==> src/rtl/timer_apb_pkg.sv <==
// Shared definitions for the timer APB master: bus widths, wait counter
// width and the controller state encoding.
package timer_apb_pkg;

  localparam int APB_AW = 12;
  localparam int APB_DW = 32;
  localparam int CNT_W  = 8;

  typedef logic [1:0] state_t;

  localparam state_t ST_IDLE   = 2'd0;
  localparam state_t ST_SETUP  = 2'd1;
  localparam state_t ST_ACCESS = 2'd2;
  localparam state_t ST_RESP   = 2'd3;

endpackage

==> src/rtl/apb_wait_cnt.sv <==
// Wait-state counter for the APB ACCESS phase. It clears when a new
// transfer is accepted and counts cycles in which the slave is not ready.
// It saturates at its maximum value instead of wrapping.
module apb_wait_cnt
  import timer_apb_pkg::*;
(
  input  logic             sys_clk,
  input  logic             sys_rst_n,
  input  logic             clr,
  input  logic             inc,
  output logic [CNT_W-1:0] count
);

  localparam logic [CNT_W-1:0] LP_MAX = '1;

  logic [CNT_W-1:0] r_count;

  // Clear has priority over increment; stop at the maximum value.
  always_ff @(posedge sys_clk or negedge sys_rst_n) begin
    if (!sys_rst_n) begin
      r_count <= '0;
    end else if (clr) begin
      r_count <= '0;
    end else if (inc && (r_count != LP_MAX)) begin
      r_count <= r_count + 1'b1;
    end
  end

  assign count = r_count;

endmodule

==> src/rtl/timer_apb_master.sv <==
// Single-outstanding APB master for the timer block. It takes one command,
// runs SETUP/ACCESS on the APB side, waits up to TIMEOUT ACCESS cycles for
// tim_pready and returns the read data or a timeout flag on the response side.
// Every output is a register or a decode of the state register.
module timer_apb_master
  import timer_apb_pkg::*;
#(
  parameter int TIMEOUT = 16
)(
  input  logic              sys_clk,
  input  logic              sys_rst_n,
  input  logic              cmd_valid,
  output logic              cmd_ready,
  input  logic              cmd_write,
  input  logic [APB_AW-1:0] cmd_addr,
  input  logic [APB_DW-1:0] cmd_wdata,
  output logic              rsp_valid,
  input  logic              rsp_ready,
  output logic [APB_DW-1:0] rsp_rdata,
  output logic              rsp_timeout,
  output logic              tim_psel,
  output logic              tim_penable,
  output logic              tim_pwrite,
  output logic [APB_AW-1:0] tim_paddr,
  output logic [APB_DW-1:0] tim_wdata,
  input  logic [APB_DW-1:0] tim_rdata,
  input  logic              tim_pready
);

  localparam logic [CNT_W-1:0] LP_LAST = CNT_W'(TIMEOUT - 1);

  state_t            r_state;
  state_t            w_next;
  logic              r_pwrite;
  logic [APB_AW-1:0] r_paddr;
  logic [APB_DW-1:0] r_wdata;
  logic [APB_DW-1:0] r_rdata;
  logic              r_timeout;

  logic              w_accept;
  logic              w_done;
  logic              w_expire;
  logic              w_inc;
  logic [CNT_W-1:0]  w_count;

  // A ready slave wins over an expiring counter in the same cycle.
  assign w_accept = (r_state == ST_IDLE) && cmd_valid;
  assign w_done   = (r_state == ST_ACCESS) && tim_pready;
  assign w_inc    = (r_state == ST_ACCESS) && !tim_pready;
  assign w_expire = w_inc && (w_count == LP_LAST);

  apb_wait_cnt u_wait_cnt (
    .sys_clk   (sys_clk),
    .sys_rst_n (sys_rst_n),
    .clr       (w_accept),
    .inc       (w_inc),
    .count     (w_count)
  );

  // Next-state decode for the transfer sequence.
  always_comb begin
    w_next = r_state;
    case (r_state)
      ST_IDLE:   if (cmd_valid) w_next = ST_SETUP;
      ST_SETUP:  w_next = ST_ACCESS;
      ST_ACCESS: if (w_done || w_expire) w_next = ST_RESP;
      ST_RESP:   if (rsp_ready) w_next = ST_IDLE;
      default:   w_next = ST_IDLE;
    endcase
  end

  // State register.
  always_ff @(posedge sys_clk or negedge sys_rst_n) begin
    if (!sys_rst_n) begin
      r_state <= ST_IDLE;
    end else begin
      r_state <= w_next;
    end
  end

  // Latch the command on acceptance; it drives the bus unchanged until the next one.
  always_ff @(posedge sys_clk or negedge sys_rst_n) begin
    if (!sys_rst_n) begin
      r_pwrite <= 1'b0;
      r_paddr  <= '0;
      r_wdata  <= '0;
    end else if (w_accept) begin
      r_pwrite <= cmd_write;
      r_paddr  <= cmd_addr;
      r_wdata  <= cmd_wdata;
    end
  end

  // Capture the response when ACCESS ends, either by completion or by timeout.
  always_ff @(posedge sys_clk or negedge sys_rst_n) begin
    if (!sys_rst_n) begin
      r_rdata   <= '0;
      r_timeout <= 1'b0;
    end else if (w_done) begin
      r_rdata   <= r_pwrite ? '0 : tim_rdata;
      r_timeout <= 1'b0;
    end else if (w_expire) begin
      r_rdata   <= '0;
      r_timeout <= 1'b1;
    end
  end

  assign cmd_ready   = (r_state == ST_IDLE);
  assign rsp_valid   = (r_state == ST_RESP);
  assign tim_psel    = (r_state == ST_SETUP) || (r_state == ST_ACCESS);
  assign tim_penable = (r_state == ST_ACCESS);
  assign tim_pwrite  = r_pwrite;
  assign tim_paddr   = r_paddr;
  assign tim_wdata   = r_wdata;
  assign rsp_rdata   = r_rdata;
  assign rsp_timeout = r_timeout;

endmodule
==> config.mk <==
export PLATFORM = sky130hd
export DESIGN_NAME = timer_apb_master
export DESIGN_NICKNAME = d
export VERILOG_FILES = /design/src/rtl/timer_apb_pkg.sv /design/src/rtl/apb_wait_cnt.sv /design/src/rtl/timer_apb_master.sv
export SDC_FILE = /design/constraint.sdc
export NUM_CORES = 1
export LEC_CHECK = 0
export ABC_CLOCK_PERIOD_IN_PS = 2000
export CORE_ASPECT_RATIO = 2
export CORE_MARGIN = 3
export CORE_UTILIZATION = 37
export DETAILED_ROUTE_END_ITERATION = 12
export PLACE_DENSITY = 0.79
export RECOVER_POWER = 25
export SLEW_MARGIN = 5
export SYNTH_ARGS = -nofsm -noshare
export SYNTH_HDL_FRONTEND = slang
export SYNTH_SLANG_ARGS = --single-unit
export TNS_END_PERCENT = 100
==> constraint.sdc <==
create_clock -name sys_clk -period 2 [get_ports sys_clk]
set_clock_uncertainty 0.05 [all_clocks]
set_input_delay 0.3 -clock sys_clk [delete_from_list [all_inputs] [get_ports sys_clk]]
set_output_delay 0.3 -clock sys_clk [all_outputs]
set_load 0.01 [all_outputs]
* Word level (Yosys, flattened, before mapping)
Index checks and enable logic that the tools add are counted.
W data, S select, Z words.
** Storage, ports and cells
- Register bits after elaboration :: 88
- Input bits :: 82
- Logic and storage cells :: 39
** Cells by class
- Add/subtract/negate cells :: 1
- Equality and inequality tests :: 8
- Muxes and demuxes :: 11
- Reduce and logical (&&, ||, !) cells :: 12
** Operators by type and width (number)
- $mux W32 :: 3
- $mux W8 :: 2
- $add A8 B1 Y8 const B :: 1
- $eq A8 B4 Y1 const B :: 1
- $ne A8 B8 Y1 const B :: 1
- $pmux W2 S4 :: 1
- $mux W2 :: 3
- $logic_and A1 B1 Y1 :: 5
- $eq A2 B2 Y1 const B :: 2
- $ne A2 B1 Y1 const B :: 2
- $reduce_bool A2 Y1 :: 2
- $reduce_and A3 Y1 :: 1
- $eq A2 B1 Y1 const B :: 1
- $logic_not A2 Y1 :: 1
- $logic_or A1 B1 Y1 :: 2
- $mux W1 :: 2
- $ne A2 B2 Y1 const B :: 1
- $logic_not A1 Y1 :: 1

* Logic depth before layout (Yosys ltp)
Gate-level depths: netlist of run 1.
- Depth after elaboration :: 6
- Depth in mapped cells :: 7
- Gate-level depth less buffers :: 6

* By module
Synthesis of run 1 repeated with hierarchy kept, for this count alone.
** Unflattened totals
- Cells, all modules :: 241
- Area total of the unflattened synthesis :: 3519.6 sq um
** By module, submodules not included
- timer_apb_master :: instances 1, cells each 192, area an instance 3055.4 sq um, sequential area each 2001.9 sq um
- apb_wait_cnt :: instances 1, cells each 49, area an instance 464.2 sq um, sequential area each 200.2 sq um

* Least setup slack after synthesis of run 1
Ideal clock, no wire load.
- Kind :: flip-flop to flip-flop
- From :: register u_wait_cnt.r_count[4] (netlist: u_wait_cnt.count[4])
- To :: register r_state[1]
- Library setup time :: 0.128 ns
- Data arrival time :: 1.836 ns
- Setup slack :: -0.014 ns
- Stages on the path, launching flop included :: 5
- Path buffers :: 0
- Clock period less this slack :: 2.014 ns
- Cell sequence :: dfrtp_1 -> or4b_1 -> or3_1 -> a221oi_2 -> mux2_1
** Between the ends
- Cells in the longest elaborated chain, start to end :: 5
** RTL lines
- start, declared :: RTL line apb_wait_cnt.sv:16 : logic [CNT_W-1:0] r_count;
- start signal, assigned :: RTL line apb_wait_cnt.sv:25 : r_count <= r_count + 1'b1;
- $eq A8 B4 Y1 :: RTL line timer_apb_master.sv:50 : assign w_expire = w_inc && (w_count == LP_LAST);
- $logic_and A1 B1 Y1 :: RTL line timer_apb_master.sv:50
- $logic_or A1 B1 Y1 :: RTL line timer_apb_master.sv:66 : ST_ACCESS: if (w_done || w_expire) w_next = ST_RESP;
- $ne A2 B1 Y1 (no line)
- $reduce_and A3 Y1 (no line)
- end signal, assigned :: RTL line timer_apb_master.sv:77 : r_state <= w_next;
- end, declared :: RTL line timer_apb_master.sv:32 : state_t r_state;
No other way between the ends.
A chain may end at the register's enable or synchronous reset.

* Worst setup path after layout of run 1
Ends and elaborated chain as after synthesis.

==> summary.txt, run 1 <==
Timing
  – Actual transition at the worst max-transition pin: 906 ps
  – Fin. Hold Viols: 0
  – Final worst slack: -83.4 ps
  – Max frequency: 480 MHz
  – Slew margin rel.: 39.6%
  – Final count of pins violating max slew: 0
  – Min Tclk post-route: 2080 ps
  – Part of the cycle the worst path needs: 104%
  – Unrepaired setup endpoints after global routing: true
  – Setup violators final: 1

Floorplanning
  – Number of rows in the core area: 49
  – Die area: 10,500 µm²
  – Die extent in x: 74.0 µm
  – Die Y-Extent: 142 µm
  – Number of I/O pins: 164
  – Initial standard-cell utilization of the core: 37.9%
  – Standard cell core area: 9010 µm²

GRT
  – Largest net degree at the start of global routing: 42
  – Antenna violations before repair: 0
  – First-pass GRT wire length: 14,200 µm
  – Number of global-route vias before repair: 2,842
  – Total overflow reported by the global router: 0
  – GRT Util Overall: 17.7%

Worst setup path
  – Maximum fanout along the worst path: 2
  – Required time of the critical path: 2170 ps
  – Start-to-end type of the worst setup path: reg2reg
  – Category of the worst setup path capture point: flop
  – Nature of the critical path startpoint: flop
  – Data arrival time of the critical path: 2250 ps

Layout
  – Area of combinational cells with multiple inputs: 1180 µm²
  – Most common cell after layout, fill and taps aside: sky130_fd_sc_hd__clkdlybuf4s50_1
  – Post-layout net count: 499
  – Share of final-layout standard cells stronger than drive strength 1: 20.3%
  – Area delta synth->final: 63.7%
  – Non-filler cells in the finished layout: 520
  – Fill cell instance count of the final layout: 751
  – Commonest cells after routing, fill and taps aside: sky130_fd_sc_hd__clkdlybuf4s50_1 (159), sky130_fd_sc_hd__dfrtp_1 (88), sky130_fd_sc_hd__mux2_2 (45)
  – Antenna Cells: 0
  – Area used by sequential logic in the layout: 2200 µm²

Routing
  – Initial DRC count: 105
  – Vias after detailed routing: 2,645
  – Number of antenna-violating nets in the routed design: 0
  – Total Wirelength: 9010 µm
  – Number of DRC violations after detailed routing: 0
  – Mean routed wirelength per cell: 17.3 µm
  – Routed via count divided by cell count: 5.09
  – Number of detailed-route iterations in the first pass: 4

Logic synthesis
  – Number of warning messages in the yosys log: 0
  – Count of unique library cells instantiated by Yosys: 32
  – FF+latch count, synth: 88
  – Sequential area share after synthesis: 64.4%
  – Post-synthesis area per instance: 14.4 µm²
  – Netlist area before placement: 3420 µm²
  – Net count after synthesis: 323
  – Count of mapped cells out of synthesis: 237

Clock network
  – Number of buffers created by CTS: 9
  – Clock tree from TritonCTS: built
  – CTS Root Cell: sky130_fd_sc_hd__clkbuf_16
  – Max clock buf depth: 2
  – Clock slew at reported path FFs: 60 ps
  – Worst-Skew Late Latency: 330 ps
  – # H-tree levels: 3
  – # clock sinks: 88

Job
  – Max-cap viol count: 0

Placed design
  – Minimum setup slack after placement: -27.6 ps
  – # port buffers: 163
  – Final weighted congestion of routability-driven global placement: 0.849
  – Half-perimeter wire length after placement: 6810 µm
  – Number of placed cells counting well taps: 502

Run status
  – Outcome: finished with violations
  – Failing checks: setup timing

Pwr
  – Static leakage power: 2.42 nW
  – Post-layout power: 0.00815 W
  – Peak supply drop: 0.775 mV
  – Pwr per Cell Area: 1460 nW/µm²

Hold path
  – Path category of the worst min-delay check: reg2reg
## kinds of logic after synthesis
group | count (synthesis) | synth area share, %
flops | 88 | 64.4
mux | 49 | 16.0
compound gates | 43 | 10.5
simple gates | 35 | 5.45
buf+inv | 17 | 1.90
fa+ha+maj | 4 | 1.46
xor+xnor | 1 | 0.256
## through the flow
stage	hold slack (ps)	TNS (ps)	cell area [µm²]	utilization, %
after floorplan	-45.6	-13.9	3420	-
after detailed placement	245	-27.6	5280	58.6
after global placement	237	0	5280	58.6
final	454	-83.4	5590	62.1
after CTS	424	-90.5	5570	61.8
after global routing	472	-937	5590	62.1
## area by class of cell
type / instances / area share, %
Tap cell: 102 / 2.28
Sequential cell: 88 / 39.4
Clock inverter: 7 / 0.984
Timing Repair Buffer: 179 / 32.0
Inverter: 3 / 0.201
Multi-Input combinational cell: 132 / 21.2
Clock buffer: 9 / 4.03
## routing by layer
layer  GRT usage (%)  up-vias  wire (µm)
met5               0        -          0
met4            7.64        0        237
met3            4.67       19        693
met2            31.6      118       4980
met1            19.0     1289       3100
li1                -     1219          -
## cell usage after synthesis (all sizes together)
cell type,count,area [µm²]
a311oi,1,8.76
dfrtp,88,2200
and2,2,12.5
a211oi,1,7.51
ha,4,50.1
a22o,31,272
o32a,1,10.0
buf,5,20.0
a21oi,5,25.0
inv,3,11.3
a221oi,1,15.0
nand2,3,11.3
nand2b,1,6.26
nand4b,1,8.76
nor2b,3,18.8
nand4,3,18.8
o21ai,2,10.0
xor2,1,8.76
and3,2,12.5
nand3,3,15.0
mux2i,3,30.0
or4b,1,10.0
nor2,9,33.8
or3,1,6.26
mux2,46,518
clkbuf,9,33.8
a32o,1,10.0
nor3,5,25.0
nor3b,1,7.51
## where the power goes
part           internal, W  total (W)  switching (W)
Clock             0.000856    0.00157       0.000716
Combinational      0.00228    0.00364        0.00136
Sequential         0.00253    0.00294       0.000407
## flip-flops by register name (all words and copies together) (netlist names)
register / count
r_state: 2
rsp_rdata: 32
rsp_timeout: 1
tim_paddr: 12
tim_pwrite: 1
tim_wdata: 32
u_wait_cnt.count: 8
## repair_timing
item                                    in CTS  in global routing
buffers inserted                             0                  1
hold buffers                                 1                  0
resized for setup                            1                  8
pin swaps                                    0                  2
endpoints found under the hold margin       34                  0
endpoints found under the setup margin       4                 15
## worst max-delay path: stages (launching register included)
cell,delay [ps]
sky130_fd_sc_hd__dfrtp_1,400
sky130_fd_sc_hd__or4b_4,550
sky130_fd_sc_hd__or3_4,350
sky130_fd_sc_hd__a221oi_4,300
sky130_fd_sc_hd__mux2_4,320
## path summary, 6_finish.rpt
check                               startpoint             to  slack, ps  cells after the start
max                        u_wait_cnt.count[4]     r_state[1]        -80                      4
min                              tim_wdata[18]  tim_wdata[18]        450                      1
max reg2reg                u_wait_cnt.count[4]     r_state[1]        -80                      4
min reg2reg                      tim_wdata[18]  tim_wdata[18]        450                      1
max in group asynchronous            sys_rst_n   rsp_rdata[2]        270                      3
min in group asynchronous            sys_rst_n   tim_wdata[0]        570                      2
Power figures use the tool's default switching activity.
==> run 2: changes to the inputs <==
--- a/config.mk
+++ b/config.mk
@@ -12,6 +12,7 @@
 export DETAILED_ROUTE_END_ITERATION = 12
 export PLACE_DENSITY = 0.79
 export RECOVER_POWER = 25
+export SKIP_CTS_REPAIR_TIMING = 1
 export SLEW_MARGIN = 5
 export SYNTH_ARGS = -nofsm -noshare
 export SYNTH_HDL_FRONTEND = slang
==> run 2 against run 1 <==
  * The run still ends with setup timing left
  * Final cell count grew 0.19%
  * Global-route usage decreased by 0.086 points
  * Critical path depth did not move
  * Fmax increased by 0.36%
  * Register-to-register slack barely moved
  * Combinational power barely moved
  * Sequential share of layout area fell by 0.079 points
  * Sequential power about the same
  * Critical endpoint unchanged
==> summary.txt, run 2 (same netlist as run 1, synthesis figures left out) <==
Worst setup path
  – CP delay by family, top: simple AND/OR/NAND/NOR gates
  – Required time of the critical path: 2170 ps (about the same)
  – Crit path largest cell delay: 550 ps (about the same)
  – Nature of the critical path startpoint: flop
  – Cell count of the worst reg-to-reg path: 4 (unchanged)
  – Register-to-Register Setup Slack: -80 ps (about the same)
  – Maximum fanout along the worst path: 2 (unchanged)
  – Critical-path cell list: or4b_4, or3_4, a221oi_4, mux2_4
  – Crit path from: u_wait_cnt.count[6]
  – FF-to-FF Start: u_wait_cnt.count[6]
  – Data arrival time of the critical path: 2240 ps (about the same)
  – Critical path buffer and inverter count: 0 (unchanged)
  – Capturing point of the worst reg2reg path: r_state[1]
  – Category of the worst setup path capture point: flop
  – Start-to-end type of the worst setup path: reg2reg
  – Standard cell with the maximum stage delay on the critical path: sky130_fd_sc_hd__or4b_4

Floorplanning
  – Initial standard-cell utilization of the core: 37.9% (unchanged)
  – Die Y-Extent: 142 µm (unchanged)
  – Die extent in x: 74.0 µm (unchanged)
  – Number of I/O pins: 164 (unchanged)
  – Standard cell core area: 9010 µm² (unchanged)
  – Die area: 10,500 µm² (unchanged)
  – Number of rows in the core area: 49 (unchanged)

Clock network
  – Clock tree from TritonCTS: built
  – # H-tree levels: 3 (unchanged)
  – Worst-Skew Late Latency: 330 ps (about the same)
  – Clock slew at reported path FFs: 60 ps (about the same)
  – CTS Root Cell: sky130_fd_sc_hd__clkbuf_16
  – Number of buffers created by CTS: 9 (unchanged)
  – Max clock buf depth: 2 (unchanged)
  – # clock sinks: 88 (unchanged)

GRT
  – Total overflow reported by the global router: 0 (unchanged)
  – Largest net degree at the start of global routing: 42 (unchanged)
  – Number of global-route vias before repair: 2,835 (-0.25%)
  – GRT Util Overall: 17.6% (-0.086 points)
  – First-pass GRT wire length: 14,100 µm (-0.44%)
  – Antenna violations before repair: 0 (unchanged)

Routing
  – Routed via count divided by cell count: 5.09 (+0.15%)
  – Number of DRC violations after detailed routing: 0 (unchanged)
  – Total Wirelength: 9010 µm (about the same)
  – Number of antenna-violating nets in the routed design: 0 (unchanged)
  – Number of detailed-route iterations in the first pass: 4 (unchanged)
  – Vias after detailed routing: 2,654 (+0.34%)
  – Mean routed wirelength per cell: 17.3 µm (-0.23%)
  – Initial DRC count: 92 (-12%)

Placed design
  – Number of placed cells counting well taps: 502 (unchanged)
  – # port buffers: 163 (unchanged)
  – Cell area after placement: 5280 µm² (unchanged)
  – Final weighted congestion of routability-driven global placement: 0.849 (unchanged)
  – Half-perimeter wire length after placement: 6810 µm (unchanged)

Pwr
  – Pwr per Cell Area: 1460 nW/µm² (about the same)
  – Static leakage power: 2.43 nW (+0.52%)
  – Peak supply drop: 0.775 mV (about the same)

Timing
  – Final worst slack: -75.9 ps (+7.44 ps)
  – Part of the cycle the worst path needs: 104% (-0.37 points)
  – Min Tclk post-route: 2080 ps (-7.44 ps)
  – Fin. Hold Viols: 0 (unchanged)
  – Slew margin rel.: 39.7% (+0.13 points)
  – Setup violators final: 1 (unchanged)
  – Max frequency: 482 MHz (+0.36%)
  – Final count of pins violating max slew: 0 (unchanged)
  – Unrepaired setup endpoints after global routing: true
  – Actual transition at the worst max-transition pin: 904 ps (-1.97 ps)

Layout
  – Antenna Cells: 0 (unchanged)
  – Share of final-layout standard cells stronger than drive strength 1: 20.5% (+0.19 points)
  – Post-layout net count: 500 (+0.20%)
  – Area delta synth->final: 64.0%
  – Cell area after layout: 5610 µm² (+0.20%)
  – Most common cell after layout, fill and taps aside: sky130_fd_sc_hd__clkdlybuf4s50_1
  – Non-filler cells in the finished layout: 521 (+0.19%)
  – Commonest cells after routing, fill and taps aside: sky130_fd_sc_hd__clkdlybuf4s50_1 (159), sky130_fd_sc_hd__dfrtp_1 (88), sky130_fd_sc_hd__mux2_2 (45)

Job
  – Max-cap viol count: 0 (unchanged)

Hold path
  – Worst Hold End: tim_wdata[18]
  – Number of cells on the worst hold path: 1 (unchanged)
  – Hold wc startpoint: tim_wdata[18]
  – Path category of the worst min-delay check: reg2reg

Run status
  – Outcome: finished with violations
  – Failing checks: setup timing
-- run 2: worst max path at each step --
| stage | depth (start not counted) | to |
|---|---|---|
| floorplan | 4 | r_state[1] |
| global placement | 4 | r_state[1] |
| detailed placement | 4 | r_state[1] |
| CTS | 4 | r_state[1] |
| global route | 4 | r_state[1] |
| finish | 4 | r_state[1] |
-- run 2: metrics by stage --
step	util [%]	TNS (ps)	total power, W	setup slack (ps)	hold WS [ps]
after floorplan	-	-13.9	0.00448	-13.9	-45.6
after global placement	58.6	0	0.00649	13.3	237
after detailed placement	58.6	-27.6	0.00661	-27.6	245
after CTS	61.7	-123	0.00823	-40.9	-122
after global routing	62.2	-754	0.00868	-109	472
final	62.2	-75.9	0.00817	-75.9	454
-- run 2: power breakdown --
group          internal, W  switching [W]  total (W)
logic              0.00230        0.00136    0.00366
clock network     0.000856       0.000715    0.00157
registers          0.00253       0.000403    0.00293
total              0.00569        0.00248    0.00817
-- run 2: per-layer routing --
metal	global-route usage [%]	vias up	wire length, µm	part of all wire [%]
li1	-	1222	-	-
met5	0	-	0	0
met3	4.67	18	707	7.8
met4	7.64	0	227	2.5
met2	31.3	117	5000	55
met1	19.1	1297	3080	34
-- run 2: final cells by class --
class,count,area (µm²)
clock buffer,9,225
clock inverter,7,55.1
fill,748,3410
inverter,3,11.3
multi-input combinational,132,1180
sequential,88,2200
tap,102,128
timing repair buffer,180,1800
==> run 3: changes to the inputs <==
--- a/config.mk
+++ b/config.mk
@@ -10,6 +10,7 @@
 export CORE_MARGIN = 3
 export CORE_UTILIZATION = 37
 export DETAILED_ROUTE_END_ITERATION = 12
+export HOLD_SLACK_MARGIN = 0.15
 export PLACE_DENSITY = 0.79
 export RECOVER_POWER = 25
 export SKIP_CTS_REPAIR_TIMING = 1
==> results of run 3 <==
Final layout, timing and power as in run 2 (identical DEF).
